File: config.mk
export PLATFORM = sky130hd
export DESIGN_NAME = hamming_read_ctrl_flat
export DESIGN_NICKNAME = d
export VERILOG_FILES = /design/src/rtl/hamming_read_ctrl_if.sv /design/src/rtl/hamming_read_ctrl.sv /design/src/flat_wrapper.sv
export SDC_FILE = /design/constraint.sdc
export NUM_CORES = 1
export LEC_CHECK = 0
export CORE_ASPECT_RATIO = 1.25
export CORE_MARGIN = 4
export CORE_UTILIZATION = 44
export DETAILED_ROUTE_END_ITERATION = 10
export HOLD_SLACK_MARGIN = 0.05
export PLACE_DENSITY = 0.74
export SLEW_MARGIN = 20
export SYNTH_ARGS = -nofsm -noshare
export SYNTH_HDL_FRONTEND = slang
export SYNTH_SLANG_ARGS = --single-unit
export TNS_END_PERCENT = 10
File: constraint.sdc
create_clock -name clk -period 1.6 [get_ports clk]
set_input_delay 0.4 -clock clk [delete_from_list [all_inputs] [get_ports clk]]
set_output_delay 0.4 -clock clk [all_outputs]
set_load 0.01 [all_outputs]
File: src/rtl/hamming_read_ctrl_if.sv
// ---------------------------------------------------------------------------
// hamming_read_ctrl_if
// Bundles every signal of the Hamming read sequencer except clk/reset.
//
// Request handshake: a read is accepted on the rising clock edge where
// rd_req=1 and rd_ready=1; rd_addr is sampled on that same edge. The
// requester may hold or drop rd_req at any time; while rd_ready=0 the
// request is simply not seen.
//
// Modports:
//   master : the sequencer (drives strobes, selects, status, counter)
//   slave  : the surroundings (requester, drive, checker, fixer, decoder)
//
// Signal groups:
//   request  : rd_req, rd_addr, rd_ready
//   drive    : mem_rd_en, mem_addr
//   checker  : chk_valid, chk_synd_d0, chk_synd_d1
//   fixer    : fix_start, fix_sel, fix_done
//   decoder  : dec_en, dec_idx, dec_sel_fix
//   status   : rd_done, rd_err, err_code, corr_cnt, state_dbg
// ---------------------------------------------------------------------------
interface hamming_read_ctrl_if #(
  parameter int ADDR_W = 8,
  parameter int CNT_W  = 16
);
  logic              rd_req;
  logic [ADDR_W-1:0] rd_addr;
  logic              rd_ready;
  logic              mem_rd_en;
  logic [ADDR_W-1:0] mem_addr;
  logic              chk_valid;
  logic [3:0]        chk_synd_d0;
  logic [3:0]        chk_synd_d1;
  logic              fix_start;
  logic              fix_sel;
  logic              fix_done;
  logic              dec_en;
  logic              dec_idx;
  logic              dec_sel_fix;
  logic              rd_done;
  logic              rd_err;
  logic [1:0]        err_code;
  logic [CNT_W-1:0]  corr_cnt;
  logic [3:0]        state_dbg;

  modport master (
    input  rd_req, rd_addr, chk_valid, chk_synd_d0, chk_synd_d1, fix_done,
    output rd_ready, mem_rd_en, mem_addr, fix_start, fix_sel,
           dec_en, dec_idx, dec_sel_fix, rd_done, rd_err, err_code,
           corr_cnt, state_dbg
  );

  modport slave (
    output rd_req, rd_addr, chk_valid, chk_synd_d0, chk_synd_d1, fix_done,
    input  rd_ready, mem_rd_en, mem_addr, fix_start, fix_sel,
           dec_en, dec_idx, dec_sel_fix, rd_done, rd_err, err_code,
           corr_cnt, state_dbg
  );
endinterface

File: src/rtl/hamming_read_ctrl.sv
// ---------------------------------------------------------------------------
// hamming_read_ctrl
// Read-path sequencer for the Hamming ECC RAID array. One read at a time:
// strobe the drive read for D0/D1, wait for both checker syndromes, push
// each correctable codeword through the fixer (D0 first), then feed the
// decoder one block per beat choosing raw or corrected data. Finishes with
// a one-cycle rd_done (rd_err/err_code qualify it) and keeps a saturating
// count of corrected codewords.
//
// Ports:
//   clk    : system clock
//   reset  : asynchronous, active-high reset (aborts a read, no rd_done)
//   bus    : hamming_read_ctrl_if.master (request, drive, checker, fixer,
//            decoder and status signals; state_dbg exposes the FSM state)
//
// Syndrome encoding: 0 clean, 1..12 bit position, 13..15 uncorrectable.
// err_code: 00 none, 01 uncorrectable, 10 timeout.
// All outputs are registered: they are loaded from the next-state value so
// they are a clean Moore function of the state held in the flops.
// ---------------------------------------------------------------------------
module hamming_read_ctrl #(
  parameter int ADDR_W  = 8,
  parameter int TIMEOUT = 15,
  parameter int CNT_W   = 16
) (
  input logic                 clk,
  input logic                 reset,
  hamming_read_ctrl_if.master bus
);

  localparam int TW = (TIMEOUT < 1) ? 1 : $clog2(TIMEOUT + 1);

  typedef enum logic [3:0] {
    S_IDLE      = 4'd0,
    S_ISSUE     = 4'd1,
    S_WAIT_CHK  = 4'd2,
    S_FIX0_REQ  = 4'd3,
    S_FIX0_WAIT = 4'd4,
    S_FIX1_REQ  = 4'd5,
    S_FIX1_WAIT = 4'd6,
    S_DEC0      = 4'd7,
    S_DEC1      = 4'd8,
    S_DONE      = 4'd9
  } state_t;

  state_t            state;
  state_t            state_n;
  logic [TW-1:0]     timer;
  logic [3:0]        synd_d0;
  logic [3:0]        synd_d1;
  logic              fixed_0;
  logic              fixed_1;
  logic              fixed_0_n;
  logic              fixed_1_n;
  logic [1:0]        err_q;
  logic [1:0]        err_n;
  logic [ADDR_W-1:0] addr;
  logic [CNT_W-1:0]  cnt;
  logic              timed_out;
  logic              fix_ack;

  // Timer reaches TIMEOUT on the last permitted wait cycle; an event that
  // arrives on that same cycle still takes priority over the abort.
  assign timed_out = (timer == TW'(TIMEOUT));
  assign fix_ack   = bus.fix_done &&
                     ((state == S_FIX0_WAIT) || (state == S_FIX1_WAIT));

  assign bus.mem_addr  = addr;
  assign bus.corr_cnt  = cnt;
  assign bus.state_dbg = state;

  // Next-state, next error code and next fixed flags.
  always_comb begin
    state_n   = state;
    err_n     = err_q;
    fixed_0_n = fixed_0 | (bus.fix_done && (state == S_FIX0_WAIT));
    fixed_1_n = fixed_1 | (bus.fix_done && (state == S_FIX1_WAIT));
    unique case (state)
      S_IDLE: begin
        if (bus.rd_req) state_n = S_ISSUE;
      end
      S_ISSUE: state_n = S_WAIT_CHK;
      S_WAIT_CHK: begin
        if (bus.chk_valid) begin
          if ((bus.chk_synd_d0 >= 4'd13) || (bus.chk_synd_d1 >= 4'd13)) begin
            state_n = S_DONE;
            err_n   = 2'b01;
          end else if (bus.chk_synd_d0 != 4'd0) begin
            state_n = S_FIX0_REQ;
          end else if (bus.chk_synd_d1 != 4'd0) begin
            state_n = S_FIX1_REQ;
          end else begin
            state_n = S_DEC0;
          end
        end else if (timed_out) begin
          state_n = S_DONE;
          err_n   = 2'b10;
        end
      end
      S_FIX0_REQ: state_n = S_FIX0_WAIT;
      S_FIX0_WAIT: begin
        if (bus.fix_done) begin
          state_n = (synd_d1 != 4'd0) ? S_FIX1_REQ : S_DEC0;
        end else if (timed_out) begin
          state_n = S_DONE;
          err_n   = 2'b10;
        end
      end
      S_FIX1_REQ: state_n = S_FIX1_WAIT;
      S_FIX1_WAIT: begin
        if (bus.fix_done) begin
          state_n = S_DEC0;
        end else if (timed_out) begin
          state_n = S_DONE;
          err_n   = 2'b10;
        end
      end
      S_DEC0: state_n = S_DEC1;
      S_DEC1: state_n = S_DONE;
      S_DONE: begin
        // Per-read context is wiped as we return to IDLE.
        state_n   = S_IDLE;
        err_n     = 2'b00;
        fixed_0_n = 1'b0;
        fixed_1_n = 1'b0;
      end
      default: state_n = S_IDLE;
    endcase
  end

  always_ff @(posedge clk or posedge reset) begin
    if (reset) begin
      state           <= S_IDLE;
      timer           <= '0;
      synd_d0         <= '0;
      synd_d1         <= '0;
      fixed_0         <= 1'b0;
      fixed_1         <= 1'b0;
      err_q           <= 2'b00;
      addr            <= '0;
      cnt             <= '0;
      bus.rd_ready    <= 1'b1;
      bus.mem_rd_en   <= 1'b0;
      bus.fix_start   <= 1'b0;
      bus.fix_sel     <= 1'b0;
      bus.dec_en      <= 1'b0;
      bus.dec_idx     <= 1'b0;
      bus.dec_sel_fix <= 1'b0;
      bus.rd_done     <= 1'b0;
      bus.rd_err      <= 1'b0;
      bus.err_code    <= 2'b00;
    end else begin
      state   <= state_n;
      err_q   <= err_n;
      fixed_0 <= fixed_0_n;
      fixed_1 <= fixed_1_n;

      unique case (state)
        S_IDLE, S_ISSUE, S_FIX0_REQ, S_FIX1_REQ: timer <= '0;
        S_WAIT_CHK, S_FIX0_WAIT, S_FIX1_WAIT:   timer <= timer + TW'(1);
        default:                                timer <= timer;
      endcase

      if ((state == S_IDLE) && bus.rd_req) addr <= bus.rd_addr;

      if ((state == S_WAIT_CHK) && bus.chk_valid) begin
        synd_d0 <= bus.chk_synd_d0;
        synd_d1 <= bus.chk_synd_d1;
      end

      if (state == S_DONE) begin
        synd_d0 <= '0;
        synd_d1 <= '0;
        addr    <= '0;
      end

      // Saturating: stays at all-ones once reached.
      if (fix_ack && (cnt != {CNT_W{1'b1}})) cnt <= cnt + CNT_W'(1);

      bus.rd_ready    <= (state_n == S_IDLE);
      bus.mem_rd_en   <= (state_n == S_ISSUE);
      bus.fix_start   <= (state_n == S_FIX0_REQ) || (state_n == S_FIX1_REQ);
      bus.fix_sel     <= (state_n == S_FIX1_REQ) || (state_n == S_FIX1_WAIT);
      bus.dec_en      <= (state_n == S_DEC0) || (state_n == S_DEC1);
      bus.dec_idx     <= (state_n == S_DEC1);
      bus.dec_sel_fix <= ((state_n == S_DEC0) && fixed_0_n) ||
                         ((state_n == S_DEC1) && fixed_1_n);
      bus.rd_done     <= (state_n == S_DONE);
      bus.rd_err      <= (state_n == S_DONE) && (err_n != 2'b00);
      bus.err_code    <= (state_n == S_DONE) ? err_n : 2'b00;
    end
  end

endmodule

File: src/flat_wrapper.sv
// flat-port wrapper written by rule: the top's interface ports become plain ports
module hamming_read_ctrl_flat 
#(
  parameter int ADDR_W  = 8,
  parameter int TIMEOUT = 15,
  parameter int CNT_W   = 16
)
  (clk, reset, bus_rd_req, bus_rd_addr, bus_chk_valid, bus_chk_synd_d0, bus_chk_synd_d1, bus_fix_done, bus_rd_ready, bus_mem_rd_en, bus_mem_addr, bus_fix_start, bus_fix_sel, bus_dec_en, bus_dec_idx, bus_dec_sel_fix, bus_rd_done, bus_rd_err, bus_err_code, bus_corr_cnt, bus_state_dbg);
  hamming_read_ctrl_if #(.ADDR_W(ADDR_W), .CNT_W(CNT_W)) bus_i ();
  input logic clk;
  input logic reset;
  input wire logic [$bits(bus_i.rd_req)-1:0] bus_rd_req;
  input wire logic [$bits(bus_i.rd_addr)-1:0] bus_rd_addr;
  input wire logic [$bits(bus_i.chk_valid)-1:0] bus_chk_valid;
  input wire logic [$bits(bus_i.chk_synd_d0)-1:0] bus_chk_synd_d0;
  input wire logic [$bits(bus_i.chk_synd_d1)-1:0] bus_chk_synd_d1;
  input wire logic [$bits(bus_i.fix_done)-1:0] bus_fix_done;
  output wire logic [$bits(bus_i.rd_ready)-1:0] bus_rd_ready;
  output wire logic [$bits(bus_i.mem_rd_en)-1:0] bus_mem_rd_en;
  output wire logic [$bits(bus_i.mem_addr)-1:0] bus_mem_addr;
  output wire logic [$bits(bus_i.fix_start)-1:0] bus_fix_start;
  output wire logic [$bits(bus_i.fix_sel)-1:0] bus_fix_sel;
  output wire logic [$bits(bus_i.dec_en)-1:0] bus_dec_en;
  output wire logic [$bits(bus_i.dec_idx)-1:0] bus_dec_idx;
  output wire logic [$bits(bus_i.dec_sel_fix)-1:0] bus_dec_sel_fix;
  output wire logic [$bits(bus_i.rd_done)-1:0] bus_rd_done;
  output wire logic [$bits(bus_i.rd_err)-1:0] bus_rd_err;
  output wire logic [$bits(bus_i.err_code)-1:0] bus_err_code;
  output wire logic [$bits(bus_i.corr_cnt)-1:0] bus_corr_cnt;
  output wire logic [$bits(bus_i.state_dbg)-1:0] bus_state_dbg;
  assign bus_i.rd_req = bus_rd_req;
  assign bus_i.rd_addr = bus_rd_addr;
  assign bus_i.chk_valid = bus_chk_valid;
  assign bus_i.chk_synd_d0 = bus_chk_synd_d0;
  assign bus_i.chk_synd_d1 = bus_chk_synd_d1;
  assign bus_i.fix_done = bus_fix_done;
  assign bus_rd_ready = bus_i.rd_ready;
  assign bus_mem_rd_en = bus_i.mem_rd_en;
  assign bus_mem_addr = bus_i.mem_addr;
  assign bus_fix_start = bus_i.fix_start;
  assign bus_fix_sel = bus_i.fix_sel;
  assign bus_dec_en = bus_i.dec_en;
  assign bus_dec_idx = bus_i.dec_idx;
  assign bus_dec_sel_fix = bus_i.dec_sel_fix;
  assign bus_rd_done = bus_i.rd_done;
  assign bus_rd_err = bus_i.rd_err;
  assign bus_err_code = bus_i.err_code;
  assign bus_corr_cnt = bus_i.corr_cnt;
  assign bus_state_dbg = bus_i.state_dbg;
  hamming_read_ctrl #(.ADDR_W(ADDR_W), .TIMEOUT(TIMEOUT), .CNT_W(CNT_W)) u_core (.clk(clk), .reset(reset), .bus(bus_i));
endmodule
==> results.md <==
- Simple-gate share of the synthesized area: approximately 25%
- Clk pin slew, worst setup/hold paths: 0.10 ns
- Area growth, synth to finish: 50.2%
- Top-count cell post-synth: dfrtp_1
- Post-layout util: between 60% and 70%
- Largest family of logic cells by synthesized area: simple AND/OR/NAND/NOR gates
- Via density: about 5.2
- FF+latch count, synth: between 50 and 60
- Port bufs: between 50 and 60
- Final Critical Period: between 1.5 and 2 ns
- Root Driver: clkbuf_8
- Initial antenna violation count: 0
- Synth Area per Inst: around 10 um2
- Post-synth design cell area: between 0.002 and 0.0025 mm2
- Crit. Startpoint: u_core.bus.state_dbg[0]
- Syn nets: approximately 270
- H-Tree Depth: 2
- Post-synthesis mux area share: around 1.7%
- R2r setup slk: -0.26 ns
- R2R cell count: 7
- Failing checks: setup timing
- Worst skew pair latency: around 0.31 ns
- RR Startpoint: u_core.bus.state_dbg[0]
- DR vias: roughly 2,200
- Post-synthesis sequential area ratio: between 50% and 60%
- Core area: ~0.0054 mm2
- Leak Pwr: around 1.9 nW
- # IOs: 60
- Max Clk Rate: about 540 MHz
- GRT Residual Overflow: 0
- Share of layout cells above drive strength 1: 29.3%
- CP required: 1.83 ns
- Yosys top cell by area: dfrtp_1
- Initial DRC Count: between 80 and 90
- Synth Area in XOR/XNOR: under 10%
- # diodes: 0
- WS Path Type: reg -> reg
- Status: finished, violations left
- Slew at the pin closest to its max-slew limit: between 0.4 and 0.5 ns
- Rows: 30
- Hold_buf cts: 0
- Primary FF master, synth: dfrtp_1
- Worst Setup Start Kind: flop
- Setup violators final: 23
- Post-route DRC: 0
- Rel. slew slack: a little under three quarters
- Max VDD drop: roughly 0.84 mV
- TritonCTS clock tree: yes
- Ys Warns: 0
- Area contributors post-synth: dfrtp_1 51%, nand2_1 6.1%, nand3_1 4.3%
- Final hold vios: 0
- Die X: 75.0 um
- Max FO, Critical Path: 4
- Vias in the first global route: between 2,000 and 2,500
- Post-synth EDFFs: 0
- Design area: ~0.0037 mm2
- DR pass1 iterations: 4
- Area share of the largest cell type after synthesis: about half
- Yosys cell types: 54
- Compound-Gate Fraction of Synth Area: between 10 and 15%
- Maximum number of pins on one net before global-route repair: 52
- Final period utilization: 116%
- Drt wl/cell: roughly 15 um
- Reg-to-reg critical path endpoint: u_core.bus.fix_sel
- Worst Skew: 0.00791 ns
- Worst Path Arrival: 2.09 ns
- Ys async rst share: 100%
- Fraction of the mapped netlist area in adder cells: 1.01%
- Clock sinks: approximately 50
- Gr usage total: between 10% and 20%
- Die area: ~0.0069 mm2
- Synth top cells by count: 50 x dfrtp_1, 40 x nand2_1, 21 x nand3_1, 17 x o21ai_0, 13 x nor2_1
- Cell count after synthesis: approximately 240
- Max-slew violations: 0
- NumNets Final: 380
- Hpwl dp: 4.54 mm
- DP Area: between 0.003 and 0.004 mm2
- RSZ-0062 raised after global routing: true
- PD cells: approximately 1400 mW/mm2
- Max Cap Viol: 0
- Final ANT Viol Nets: 0
- Critical Path Sink Type: flop
- Total Wirelength: between 6 and 7 mm
- Die Y: approximately 90 um
- Global placer's final weighted congestion: 0.839
- Clk buf depth: 2
- Setup ws final: -0.260 ns
- Hold WC Path Type: in -> async
- Global-route wire length before repair: between 9 and 10 mm
- Total CTS buffers: 5
- Initial Util: 45.4%
-- state kept, by name, indices dropped and copies added, names as in the netlist, 2 cells and up --
| register | cells |
|---|---|
| u_core.bus.corr_cnt | 16 |
| u_core.bus.err_code | 2 |
| u_core.bus.mem_addr | 8 |
| u_core.bus.state_dbg | 4 |
| u_core.err_q | 2 |
| u_core.synd_d1 | 4 |
| u_core.timer | 4 |
-- final cells by class --
| type | count | area (um2) |
|---|---|---|
| clock buffer | 5 | 68.8 |
| clock inverter | 3 | 18.8 |
| sequential | 51 | 1280 |
| multi-input combinational | 176 | 1200 |
| inverter | 8 | 37.5 |
| timing repair buffer | 115 | 1020 |
| tap | 64 | 80.1 |
| fill | 442 | 1730 |
-- per-layer routing --
layer	global-route usage, %	routed length, um	part of all wire (%)	vias up
met5	0	0	0	-
met4	5.93	80	1.3	0
met3	2.85	257	4.1	6
met2	30.6	3150	51	46
met1	23.0	2730	44	1078
li1	-	-	-	1084
-- worst max-delay path: stages, from the launching register on --
cell and delay (ns):
dfrtp_1 0.41, buf_6 0.13, nor4b_4 0.35, nand2_2 0.17, a2111oi_4 0.31, nor3_4 0.11
inv_2 0.10, mux2i_1 0.20
-- where the power goes --
group          total, mW  switching, mW  internal (mW)
clock              0.762          0.453          0.309
combinational       2.66           1.34           1.33
sequential          1.83          0.187           1.64
-- kinds of logic (layout without fill, tap and decap cells) --
| kind of cell | Yosys count | after routing |
|---|---|---|
| fa+ha+maj | 2 | 2 |
| mux | 4 | 4 |
| buf+inv | 15 | 131 |
| xor+xnor | 13 | 13 |
| flops | 51 | 51 |
| simple gates | 111 | 111 |
| compound gates | 46 | 46 |
-- cell usage in the layout, fill, tap and decap left out, types with 3 or more instances in the layout --
cell	count
dlygate4sd2_1	31
o21ai_0	14
buf_6	5
dlymetal6s2s_1	7
clkbuf_8	5
xor2_1	5
clkdlybuf4s50_1	18
mux2i_1	3
o211ai_1	3
dfrtp_1	47
nand3_1	20
nor2_1	11
nand2_1	36
nand2b_1	5
nand4_1	4
buf_4	50
nand2_2	5
inv_1	5
nor3_2	3
xnor2_1	8
dfrtp_2	3
nor2_2	3
o21ai_1	5
a31oi_1	3
a21oi_1	7
-- worst max path at each step --
stage / end / slack [ns]
after floorplan: u_core.bus.corr_cnt[8] / -0.10
after CTS: u_core.bus.fix_start / -0.23
final: u_core.bus.fix_sel / -0.26
after global routing: u_core.bus.fix_sel / -0.33
after global placement: u_core.bus.fix_sel / -0.59
after detailed placement: u_core.bus.fix_sel / -0.62
-- timing repair --
| action | 4_1_cts | 5_1_grt |
|---|---|---|
| endpoints found under the setup margin | 55 | 52 |
| setup buffers | 3 | 2 |
| gates resized for setup | 50 | 22 |
| pin swaps | 9 | 8 |
-- stage by stage --
stage | power [mW] | hold slack [ns] | setup TNS [ns] | worst slack, ns | instances
after detailed placement | 4.39 | 0.485 | -12.79 | -0.620 | 409
final | 5.25 | 0.483 | -2.80 | -0.260 | 422
after global routing | 5.60 | 0.516 | -4.54 | -0.330 | 422
after CTS | 5.15 | 0.505 | -2.87 | -0.233 | 420
after floorplan | 3.12 | 0.448 | -0.641 | -0.104 | 242
after global placement | 4.35 | 0.480 | -12.01 | -0.589 | 409
Power figures use the tool's default switching activity.
